==> config.mk <==
export PLATFORM = sky130hd
export DESIGN_NAME = gate_exerciser
export DESIGN_NICKNAME = d
export VERILOG_FILES = /design/src/rtl/gate_exerciser.sv
export SDC_FILE = /design/constraint.sdc
export NUM_CORES = 1
export LEC_CHECK = 0
export BUFFER_PORTS_ARGS = -buffer_cell sky130_fd_sc_hd__buf_2
export CAP_MARGIN = 20
export CORE_MARGIN = 5
export CORE_UTILIZATION = 30
export DETAILED_ROUTE_END_ITERATION = 10
export MAX_ROUTING_LAYER = met4
export SYNTH_ARGS = -nofsm -noshare
export SYNTH_HDL_FRONTEND = slang
export SYNTH_SLANG_ARGS = --single-unit
==> constraint.sdc <==
create_clock -name clk -period 3.76 [get_ports clk]
set_input_delay 0.188 -clock clk [delete_from_list [all_inputs] [get_ports clk]]
set_output_delay 0.188 -clock clk [all_outputs]
set_load 0.02 [all_outputs]
==> src/rtl/gate_exerciser.sv <==
// Sequential driver/checker for a 2-input, 1-output gate: sweeps {a,b} = 11,01,10,00,
// samples the gate output after a settle delay and reports per-vector errors plus pass/fail.
// Optional GATE_EXERCISER_LOG_EN adds a one-cycle log of every sampled vector and observation.
module gate_exerciser #(
   parameter int HOLD_CYCLES   = 12,
   parameter int SETTLE_CYCLES = 2,
   parameter int GATE_OP       = 0
) (
   input  logic       clk,
   input  logic       rst,
   input  logic       start,
   output logic       dut_a,
   output logic       dut_b,
   input  logic       dut_c,
   output logic       busy,
   output logic       done,
   output logic       pass,
   output logic [2:0] err_count,
   output logic [3:0] err_vec
`ifdef GATE_EXERCISER_LOG_EN
   ,
   output logic       log_valid,
   output logic [1:0] log_vec,
   output logic       log_obs
`endif
);

   localparam int CNT_W = $clog2(HOLD_CYCLES + 1);

   if (SETTLE_CYCLES < 1 || HOLD_CYCLES <= SETTLE_CYCLES) begin : g_bad_timing
      $error("gate_exerciser: need SETTLE_CYCLES >= 1 and HOLD_CYCLES >= SETTLE_CYCLES+1");
   end
   if (GATE_OP < 0 || GATE_OP > 3) begin : g_bad_op
      $error("gate_exerciser: GATE_OP must be 0..3");
   end

   typedef enum logic [1:0] {
      S_IDLE = 2'd0,
      S_RUN  = 2'd1,
      S_DONE = 2'd2
   } state_t;

   state_t           state_q, state_d;
   logic [CNT_W-1:0] cnt_q, cnt_d;
   logic [1:0]       k_q, k_d;
   logic             a_q, a_d;
   logic             b_q, b_d;
   logic             busy_q, busy_d;
   logic             done_q, done_d;
   logic             pass_q, pass_d;
   logic [2:0]       err_count_q, err_count_d;
   logic [3:0]       err_vec_q, err_vec_d;
`ifdef GATE_EXERCISER_LOG_EN
   logic             log_valid_q, log_valid_d;
   logic [1:0]       log_vec_q, log_vec_d;
   logic             log_obs_q, log_obs_d;
`endif

   logic       start_sweep;
   logic       sample_hit;
   logic       hold_end;
   logic       last_vec;
   logic       exp_bit;
   logic       mismatch;
   logic [1:0] next_ab;

   // Vector k as {a,b}: 11, 01, 10, 00.
   function automatic logic [1:0] vec_of(input logic [1:0] k);
      logic [1:0] v;
      case (k)
         2'd0:    v = 2'b11;
         2'd1:    v = 2'b01;
         2'd2:    v = 2'b10;
         default: v = 2'b00;
      endcase
      return v;
   endfunction

   function automatic logic gate_fn(input logic a, input logic b);
      logic y;
      case (GATE_OP)
         1:       y = a & b;
         2:       y = a ^ b;
         3:       y = ~(a & b);
         default: y = a | b;
      endcase
      return y;
   endfunction

   assign start_sweep = (state_q != S_RUN) && start;
   assign sample_hit  = (state_q == S_RUN) && (cnt_q == CNT_W'(SETTLE_CYCLES - 1));
   assign hold_end    = (state_q == S_RUN) && (cnt_q == CNT_W'(HOLD_CYCLES - 1));
   assign last_vec    = (k_q == 2'd3);
   assign exp_bit     = gate_fn(a_q, b_q);
   // Case inequality so an X/Z gate output is reported as a failure.
   assign mismatch    = (dut_c !== exp_bit);
   assign next_ab     = vec_of(k_q + 2'd1);

   always_ff @(posedge clk) begin
      if (rst) begin
         state_q <= S_IDLE;
      end else begin
         state_q <= state_d;
      end
   end

   always_comb begin
      state_d = state_q;
      case (state_q)
         S_IDLE:  if (start) state_d = S_RUN;
         S_RUN:   if (hold_end && last_vec) state_d = S_DONE;
         S_DONE:  if (start) state_d = S_RUN;
         default: state_d = S_IDLE;
      endcase
   end

   always_comb begin
      cnt_d       = cnt_q;
      k_d         = k_q;
      a_d         = a_q;
      b_d         = b_q;
      busy_d      = busy_q;
      done_d      = done_q;
      pass_d      = pass_q;
      err_count_d = err_count_q;
      err_vec_d   = err_vec_q;
`ifdef GATE_EXERCISER_LOG_EN
      log_valid_d = sample_hit;
      log_vec_d   = log_vec_q;
      log_obs_d   = log_obs_q;
      if (sample_hit) begin
         log_vec_d = {a_q, b_q};
         log_obs_d = dut_c;
      end
`endif
      if (start_sweep) begin
         busy_d      = 1'b1;
         done_d      = 1'b0;
         pass_d      = 1'b0;
         err_count_d = 3'd0;
         err_vec_d   = 4'd0;
         k_d         = 2'd0;
         {a_d, b_d}  = vec_of(2'd0);
         cnt_d       = '0;
      end else if (state_q == S_RUN) begin
         cnt_d = cnt_q + 1'b1;
         if (sample_hit && mismatch) begin
            err_vec_d[k_q] = 1'b1;
            err_count_d    = err_count_q + 3'd1;
         end
         if (hold_end) begin
            cnt_d = '0;
            if (!last_vec) begin
               k_d        = k_q + 2'd1;
               {a_d, b_d} = next_ab;
            end else begin
               busy_d = 1'b0;
               done_d = 1'b1;
               a_d    = 1'b0;
               b_d    = 1'b0;
               pass_d = (err_vec_d == 4'd0);
            end
         end
      end
   end

   always_ff @(posedge clk) begin
      if (rst) begin
         cnt_d_reset();
      end else begin
         cnt_q       <= cnt_d;
         k_q         <= k_d;
         a_q         <= a_d;
         b_q         <= b_d;
         busy_q      <= busy_d;
         done_q      <= done_d;
         pass_q      <= pass_d;
         err_count_q <= err_count_d;
         err_vec_q   <= err_vec_d;
`ifdef GATE_EXERCISER_LOG_EN
         log_valid_q <= log_valid_d;
         log_vec_q   <= log_vec_d;
         log_obs_q   <= log_obs_d;
`endif
      end
   end

   task automatic cnt_d_reset();
      cnt_q       <= '0;
      k_q         <= 2'd0;
      a_q         <= 1'b0;
      b_q         <= 1'b0;
      busy_q      <= 1'b0;
      done_q      <= 1'b0;
      pass_q      <= 1'b0;
      err_count_q <= 3'd0;
      err_vec_q   <= 4'd0;
`ifdef GATE_EXERCISER_LOG_EN
      log_valid_q <= 1'b0;
      log_vec_q   <= 2'd0;
      log_obs_q   <= 1'b0;
`endif
   endtask

   assign dut_a     = a_q;
   assign dut_b     = b_q;
   assign busy      = busy_q;
   assign done      = done_q;
   assign pass      = pass_q;
   assign err_count = err_count_q;
   assign err_vec   = err_vec_q;
`ifdef GATE_EXERCISER_LOG_EN
   assign log_valid = log_valid_q;
   assign log_vec   = log_vec_q;
   assign log_obs   = log_obs_q;
`endif

endmodule

==> flow_summary.toml, run 1 <==
[outcome]
status = "finished clean"

[synth]
synth-simple-area-share_pct = 17.73
ys_types = 39
synth_seq_area_share_pct = 38.60
synth-adder-area-share_pct = 8.444
synth_top_area_share_pct = 38.60
syn-cell-area_um2 = 1037
yosys_register_bits = 20
ys.flop_type = "dfxtp_1"
async_flop_share_pct = 0
synth_top_area_cell = "dfxtp_1"
yosysWarnings = 0
synth_mux_area_share_pct = 1.086
yosys.area_share.xor_xnor_pct = 0.8444
synth_edf_count = 0
synth_area_leaders = "dfxtp_1 39%, ha_1 8.4%, a21oi_1 5.8%"
synth_cells = 116
synth.avg_cell_area_um2 = 8.942
synth_compound_area_share_pct = 27.62
synth_top_family_by_area = "compound AO/OA/AOI/OAI gates"
syn-num-nets = 127

[clocking]
post_cts_buffers = 0
path_clk_slew_ps = 110
clock_sinks = 20
cts_tree = "built"
htreeDepth = 1
clkLatencyLatePin_ps = 290
cts_buffer_depth = 2
ctsResizeCount = 0
cts_root_buf = "clkbuf_4"
numCtsBuffers = 3
holdBufCountCts = 0

[floorplan]
die-width_um = 68.80
coreArea_um2 = 3337
io_pins = 16
start_util_pct = 31.08
dieArea_um2 = 4733
die_h_um = 68.80
rows = 21

[sta]
setup_viol = 0
worst_pin_slew_ps = 520.8
maxSlewViolCount = 0
fin_crit_ps = 1655
fmax_ghz = 0.6044
tns_ps = 0
finalHoldViolations = 0
timing.final.crit_share_pct = 44.00
fin_hold_ws_ps = 147.4
finalClockSkew_ps = 6.224
maxSlewHeadroom_pct = 64.38
rsz0062_at_grt = "no"

[global_routing]
grt_use_met2_pct = 16.69
grt_pass1_wl_um = 3746
grt_overflow_total = 0
use_met1_pct = 14.05
grt_max_degree = 15
grt_antenna_before_repair = 0
first_global_vias = 837
busiest_layer = "met2"
gr-usage-met3_pct = 0.9724
grtUsageTotal_pct = 10.64

[layout]
multi_input_area_um2 = 578.1
area_growth_pct = 12.91
final_common_cell = "dfxtp_1"
finalNetCount = 143
n_fill_cell = 349
final_cell_mix = "20 x dfxtp_1, 15 x buf_2, 12 x a21oi_1"
seqCellArea_um2 = 400.4
layout-drive-gt1-share_pct = 16.92
antenna-diode-count = 0

[critical_path]
start_kind = "flop"
end_kind = "flop"
cp.required_ps = 4000
arrival_ps = 1900
crit_path_max_fanout = 13
critPathKind = "reg2reg"

[hold_path]
hp-class = "in2reg"

[placement]
port_buffers = 15
gp_congestion = 0.7753
hpwl_um = 1702

[pwr]
leakage_uw = 0.0004436
peakVddDrop_mv = 0.08597
power.density_nw_per_um2 = 313.8

[detailed_routing]
drc = 0
first_pass_iters = 4
first_iter_violations = 46
vias_per_cell = 5.136
antenna_left = 0
post_drt_wl_per_cell_um = 12.59
drt_wl_total_um = 2215
vias = 904

[run]
drv_cap = 0
==> through the flow <==
| step | worst slack (ps) | util [%] | instance area, um^2 | power (uW) | cells |
|---|---|---|---|---|---|
| CTS | 2098 | 35.10 | 1171 | 374.9 | 176 |
| global route | 1956 | 35.10 | 1171 | 389.2 | 176 |
| finish | 2105 | 35.10 | 1171 | 367.5 | 176 |
| floorplan | 2219 | - | 1037 | 263.4 | 116 |
| global placement | 1924 | 34.20 | 1141 | 272.4 | 172 |
| detailed placement | 2117 | 34.42 | 1149 | 275.5 | 173 |
==> cells in the mapped netlist, types with 2 or more instances <==
library cell and number:
dfxtp_1 20, a21oi_1 12, inv_1 8, ha_1 7, o21ai_0 6, a211oi_1 5, nand3_1 5, nor2_1 5
o2111ai_1 4, nand2_1 3, nand2b_1 3, a31oi_1 2, buf_2 2, clkbuf_1 2, nand3b_1 2, nand4_1 2
nor2b_1 2, nor3_1 2, nor3b_1 2, o31ai_1 2, o41ai_1 2
==> cells by family after synthesis <==
group	after synthesis
compound gates	42
xor+xnor	1
fa+ha+maj	7
buf+inv	13
flops	20
mux	1
simple gates	32
==> worst paths after layout <==
path,startpoint,end,slack [ps],cells after the start
setup / recovery,state_q[0],err_vec[3],2110,3
hold / removal,rst,state_q[0],150,2
setup reg to reg,state_q[0],err_vec[3],2110,3
hold reg to reg,err_vec[0],err_vec[0],460,2
==> critical path: stages (launching register included) <==
cell and delay [ps]:
dfxtp_1 440, or3b_4 500, a2111oi_0 510, o21ba_1 170
==> layer usage <==
layer  vias to the layer above  share of wire [%]
met5                         -                  0
met2                        17                 45
met4                         0                1.2
met3                         2                4.1
li1                        465                  -
met1                       420                 50
==> where the power goes <==
part           internal, uW  switching [uW]
clock                  37.2            59.6
combinational          16.8            30.3
sequential              217            6.76
total                   271            96.6
==> sequential cells by signal, indices dropped and copies added, names as in the netlist <==
register   count
pass           1
cnt_q          4
k_q            2
busy           1
err_vec        4
err_count      3
done           1
state_q        2
dut_a          1
dut_b          1
==> layout make-up <==
cell class              count  area share (%)
multi-input cells          83           49.36
flip-flops and latches     20           34.19
repair buffers             16           7.051
well taps                  46           4.915
inverters                   8           2.564
clock buffers               3           1.923
Power figures use the tool's default switching activity.
==> inputs of run 2 (changes only) <==
Settings changed: ABC_AREA set to 1.
Clock period 3.76 ns to 1.65 ns, I/O delays scaled along.
==> flow_summary.toml, run 2 <==
[sta]
rsz0062_at_grt = "no"
tns_ps = 0
timing.final.crit_share_pct = 83.13
worst_pin_slew_ps = 225.8
finalHoldViolations = 0
maxSlewHeadroom_pct = 84.95
fin_crit_ps = 1372
finalClockSkew_ps = 1.437
maxSlewViolCount = 0
fmax_ghz = 0.7291
setup_viol = 0

[layout]
final_cell_mix = "20 x dfxtp_1, 19 x nand2_1, 17 x a21oi_1"
layoutNonFillerInstCount = 166
n_fill_cell = 325
multi_input_area_um2 = 457.9
final_common_cell = "dfxtp_1"
layout-drive-gt1-share_pct = 23.31
area_growth_pct = 16.46
finalNetCount = 145
seqCellArea_um2 = 400.4
antenna-diode-count = 0

[global_routing]
gr-usage-met3_pct = 2.564
grt_pass1_wl_um = 3270
grt_antenna_before_repair = 0
use_met1_pct = 13.35
grt_max_degree = 12
grtUsageTotal_pct = 9.849
busiest_layer = "met2"
grt_use_met2_pct = 14.29
grt_overflow_total = 0
first_global_vias = 746

[detailed_routing]
vias_per_cell = 4.566
antenna_left = 0
vias = 758
first_iter_violations = 27
drt_wl_total_um = 1823
first_pass_iters = 4
drc = 0
post_drt_wl_per_cell_um = 10.98

[clocking]
ctsResizeCount = 0
numCtsBuffers = 3
cts_root_buf = "clkbuf_4"
post_cts_buffers = 0
clkLatencyLatePin_ps = 300
path_clk_slew_ps = 110
clock_sinks = 20
cts_tree = "built"
cts_buffer_depth = 2
htreeDepth = 1
holdBufCountCts = 0

[pwr]
leakage_uw = 0.0004802
power.density_nw_per_um2 = 809.3
peakVddDrop_mv = 0.2342

[synth]
synth_seq_area_share_pct = 43.18
synth_area_leaders = "dfxtp_1 43%, ha_1 9.4%, a21oi_1 9.2%"
synth_edf_count = 0
synth.avg_cell_area_um2 = 8.133
synth_cells = 114
synth_top_area_share_pct = 43.18
synth_common_cells = "20 x dfxtp_1, 19 x nand2_1, 17 x a21oi_1"
yosysWarnings = 0
async_flop_share_pct = 0
yosysMostFrequentCell = "dfxtp_1"
ys_types = 20
syn-cell-area_um2 = 927.1
yosys_register_bits = 20
ys.flop_type = "dfxtp_1"
syn-num-nets = 125
synth_top_area_cell = "dfxtp_1"

[hold_path]
hp-class = "in2reg"

[critical_path]
end_kind = "flop"
critPathKind = "reg2reg"
start_kind = "flop"
crit_path_max_fanout = 6
arrival_ps = 1580
cp.required_ps = 1860

[floorplan]
coreArea_um2 = 3003
dieArea_um2 = 4302
die-width_um = 65.59
io_pins = 16
start_util_pct = 30.87
die_h_um = 65.59
rows = 20

[placement]
gp_congestion = 0.8238
placedCellCount = 162
hpwl_um = 1439
port_buffers = 15

[run]
drv_cap = 0

[outcome]
status = "finished clean"
-- run 2: layout make-up --
type	count	share of cell area, %
multi-input cells	76	42.41
flip-flops and latches	20	37.08
repair buffers	15	6.952
inverters	18	6.373
well taps	33	3.824
clock buffers	4	3.360
-- run 2: cell families after synthesis --
kind of cell,count (synthesis),share of synthesized area (%)
simple gates,42,23.48
compound gates,24,13.63
flops,20,43.18
buf+inv,18,7.422
fa+ha+maj,7,9.446
xor+xnor,3,2.835
-- run 2: worst paths after layout --
check	start	endpoint	slack, ps	cells after the start
worst max-delay path	cnt_q[0]	k_q[1]	280	6
worst min register to register	err_vec[3]	err_vec[3]	480	2
worst max register to register	cnt_q[0]	k_q[1]	280	6
worst min-delay path	start	state_q[0]	30	3
-- run 2: worst max-delay path, cell delays in order, from the launching register on --
cell	delay [ps]
dfxtp_1	410
ha_1	180
nand3_2	120
nor2_4	210
nand2_1	130
o21ai_0	170
a21oi_1	60
-- run 2: power breakdown --
| group | switching, uW | total [uW] | internal, uW |
|---|---|---|---|
| Combinational | 52.2 | 78.9 | 26.7 |
| Clock | 158 | 292 | 135 |
| Sequential | 9.07 | 503 | 494 |
-- run 2: routing by layer --
layer	wire length, um	vias up
met1	978	340
li1	-	398
met3	74	4
met4	25	0
met5	0	-
met2	744	16
-- run 2: through the flow --
stage	worst slack [ps]	util, %	area (um^2)	hold WS [ps]	power [uW]
2_1_floorplan	462.8	-	927.1	151.6	568.5
3_3_place_gp	315.2	34.75	1044	351.8	591.3
3_5_place_dp	284.7	34.75	1044	355.9	592.8
4_1_cts	260.3	35.96	1080	24.90	882.1
5_1_grt	70.13	35.96	1080	59.80	911.4
6_report	278.4	35.96	1080	28.95	873.9
==> inputs of run 3 (changes only) <==
Clock period 1.65 ns to 1.35 ns, I/O delays scaled along.
==> flow_summary.toml, run 3 (synthesis results as in run 2) <==
[outcome]
status = "finished clean"

[hold_path]
hp-class = "in2reg"
whs_path_depth = 3
whs_endpoint = "state_q[0]"
min_from = "start"

[layout]
seqCellArea_um2 = 404.1
antenna-diode-count = 0
area_growth_pct = 23.21
finalNetCount = 150
final_util_pct = 38.04
final_cell_mix = "19 x dfxtp_1, 18 x nand2_1, 17 x a21oi_1"
final_common_cell = "dfxtp_1"
fin_area_um2 = 1142
layout-drive-gt1-share_pct = 29.71
multi_input_area_um2 = 465.4
n_fill_cell = 320

[critical_path]
rr_endpoint = "pass"
start_kind = "flop"
arrival_ps = 1550
end_kind = "flop"
critPathKind = "reg2reg"
worstReg2RegStart = "cnt_q[0]"
cp_slowest_cell = "dfxtp_4"
cp.required_ps = 1600
reg2reg_slack_ps = 50
cpPeakStageDelay_ps = 380
crit_path_max_fanout = 5
crit_chain = "ha_2, nand3_2, nor2_4, buf_12, nand2_4, nor2_2, nand3_1, a21oi_2"
rr_worst_depth = 8

[detailed_routing]
met1Wirelength_um = 993
post_drt_wl_per_cell_um = 11.04
routed.top_layer = "met4"
wl_met3_um = 71
vias = 781
antenna_left = 0
met2_wirelength_um = 795
drc = 0
first_iter_violations = 43
vias_per_cell = 4.567
drt_wl_total_um = 1887
first_pass_iters = 4

[global_routing]
grt_overflow_total = 0
grt_antenna_before_repair = 0
first_global_vias = 748
grt_max_degree = 12
grtUsageTotal_pct = 9.849
grt_pass1_wl_um = 3270

[placement]
gp_congestion = 0.8238
hpwl_um = 1439
pre_cts_ws_ps = -15.31
port_buffers = 15
dpl_cell_area_um2 = 1044

[sta]
finalHoldViolations = 0
tns_ps = 0
maxSlewViolCount = 0
rsz0062_at_grt = "yes"
finalClockSkew_ps = 2.630
worst_pin_slew_ps = 229.6
maxSlewHeadroom_pct = 84.69
fin_crit_ps = 1297
timing.final.crit_share_pct = 96.11
setup_viol = 0
fmax_ghz = 0.7707
setup_slack_ps = 52.51

[pwr]
switchingPower_uw = 271.1
p_clk_share_pct = 33.4
seq_power_share_pct = 57.3
power.density_nw_per_um2 = 938.5
leakage_uw = 0.0005079
peakVddDrop_mv = 0.2883
intPower_uw = 801.0
p_comb_share_pct = 9.3
switching_share_pct = 25.29

[clocking]
htreeDepth = 1
clkLatencyLatePin_ps = 310
cts_tree = "built"
path_clk_slew_ps = 120
clock_sinks = 20
numCtsBuffers = 3
cts_buffer_depth = 2
cts_root_buf = "clkbuf_4"
holdBufCountCts = 0

[run]
drv_cap = 0

[floorplan]
die-width_um = 65.59
dieArea_um2 = 4302
die_h_um = 65.59
coreArea_um2 = 3003
start_util_pct = 30.87
rows = 20
io_pins = 16
run 3: cell types whose count changed in the layout (fill, tap and decap cells not counted), sizes merged:
| cell | before | now |
|---|---|---|
| buf | 15 | 20 |
| inv | 17 | 18 |
| clkinv | 1 | 0 |
run 3: per-layer routing:
metal	track usage, %	vias up
met2	14.29	14
li1	-	412
met3	2.564	4
met5	-	-
met1	13.35	351
met4	3.109	0
run 3: worst max-delay path, delay by kind of cell (launching register included):
kind                       cells  cell delay [ps]
buffers and inverters          1              120
DFF                            1              380
AOI/OAI and AO/OA              1              120
adders and majority gates      1              170
and+or+nand+nor                5              460
run 3: final cells by class:
cell class                      instances  area share [%]
Inverter                               18           6.134
Multi-Input combinational cell         76           40.74
Tap cell                               33           3.614
Clock buffer                            4           3.176
Sequential cell                        20           35.38
Timing Repair Buffer                   20           10.95
run 3: per-stage QoR:
step	hold slack (ps)	instances	total power (uW)
CTS	9.904	168	1079
finish	16.95	171	1072
global placement	336.8	162	722.7
floorplan	136.6	114	694.9
detailed placement	340.9	162	724.6
global route	46.96	171	1118
run 3: worst max path at each step:
stage / startpoint / end / slack [ps]
3_5_place_dp: cnt_q[0] / k_q[1] / -20
3_3_place_gp: cnt_q[0] / dut_b / 20
6_report: cnt_q[0] / pass / 50
2_1_floorplan: cnt_q[0] / k_q[1] / 160
4_1_cts: cnt_q[0] / k_q[1] / 5
5_1_grt: cnt_q[0] / pass / -50
run 3: power groups by stage:
| stage | Combinational, uW | Sequential, uW | Clock (uW) |
|---|---|---|---|
| 4_1_cts | 97.2 | 615 | 366 |
| 3_5_place_dp | 96.6 | 628 | 0 |
| 6_report | 100 | 614 | 358 |
| 3_3_place_gp | 95.4 | 627 | 0 |
| 5_1_grt | 114 | 617 | 387 |
| 2_1_floorplan | 58.5 | 636 | 0 |
run 3: what timing repair did:
item,CTS,global route
resized for setup,1,6
endpoints found under the setup margin,5,15
setup buffers,2,3
pin swaps,1,2
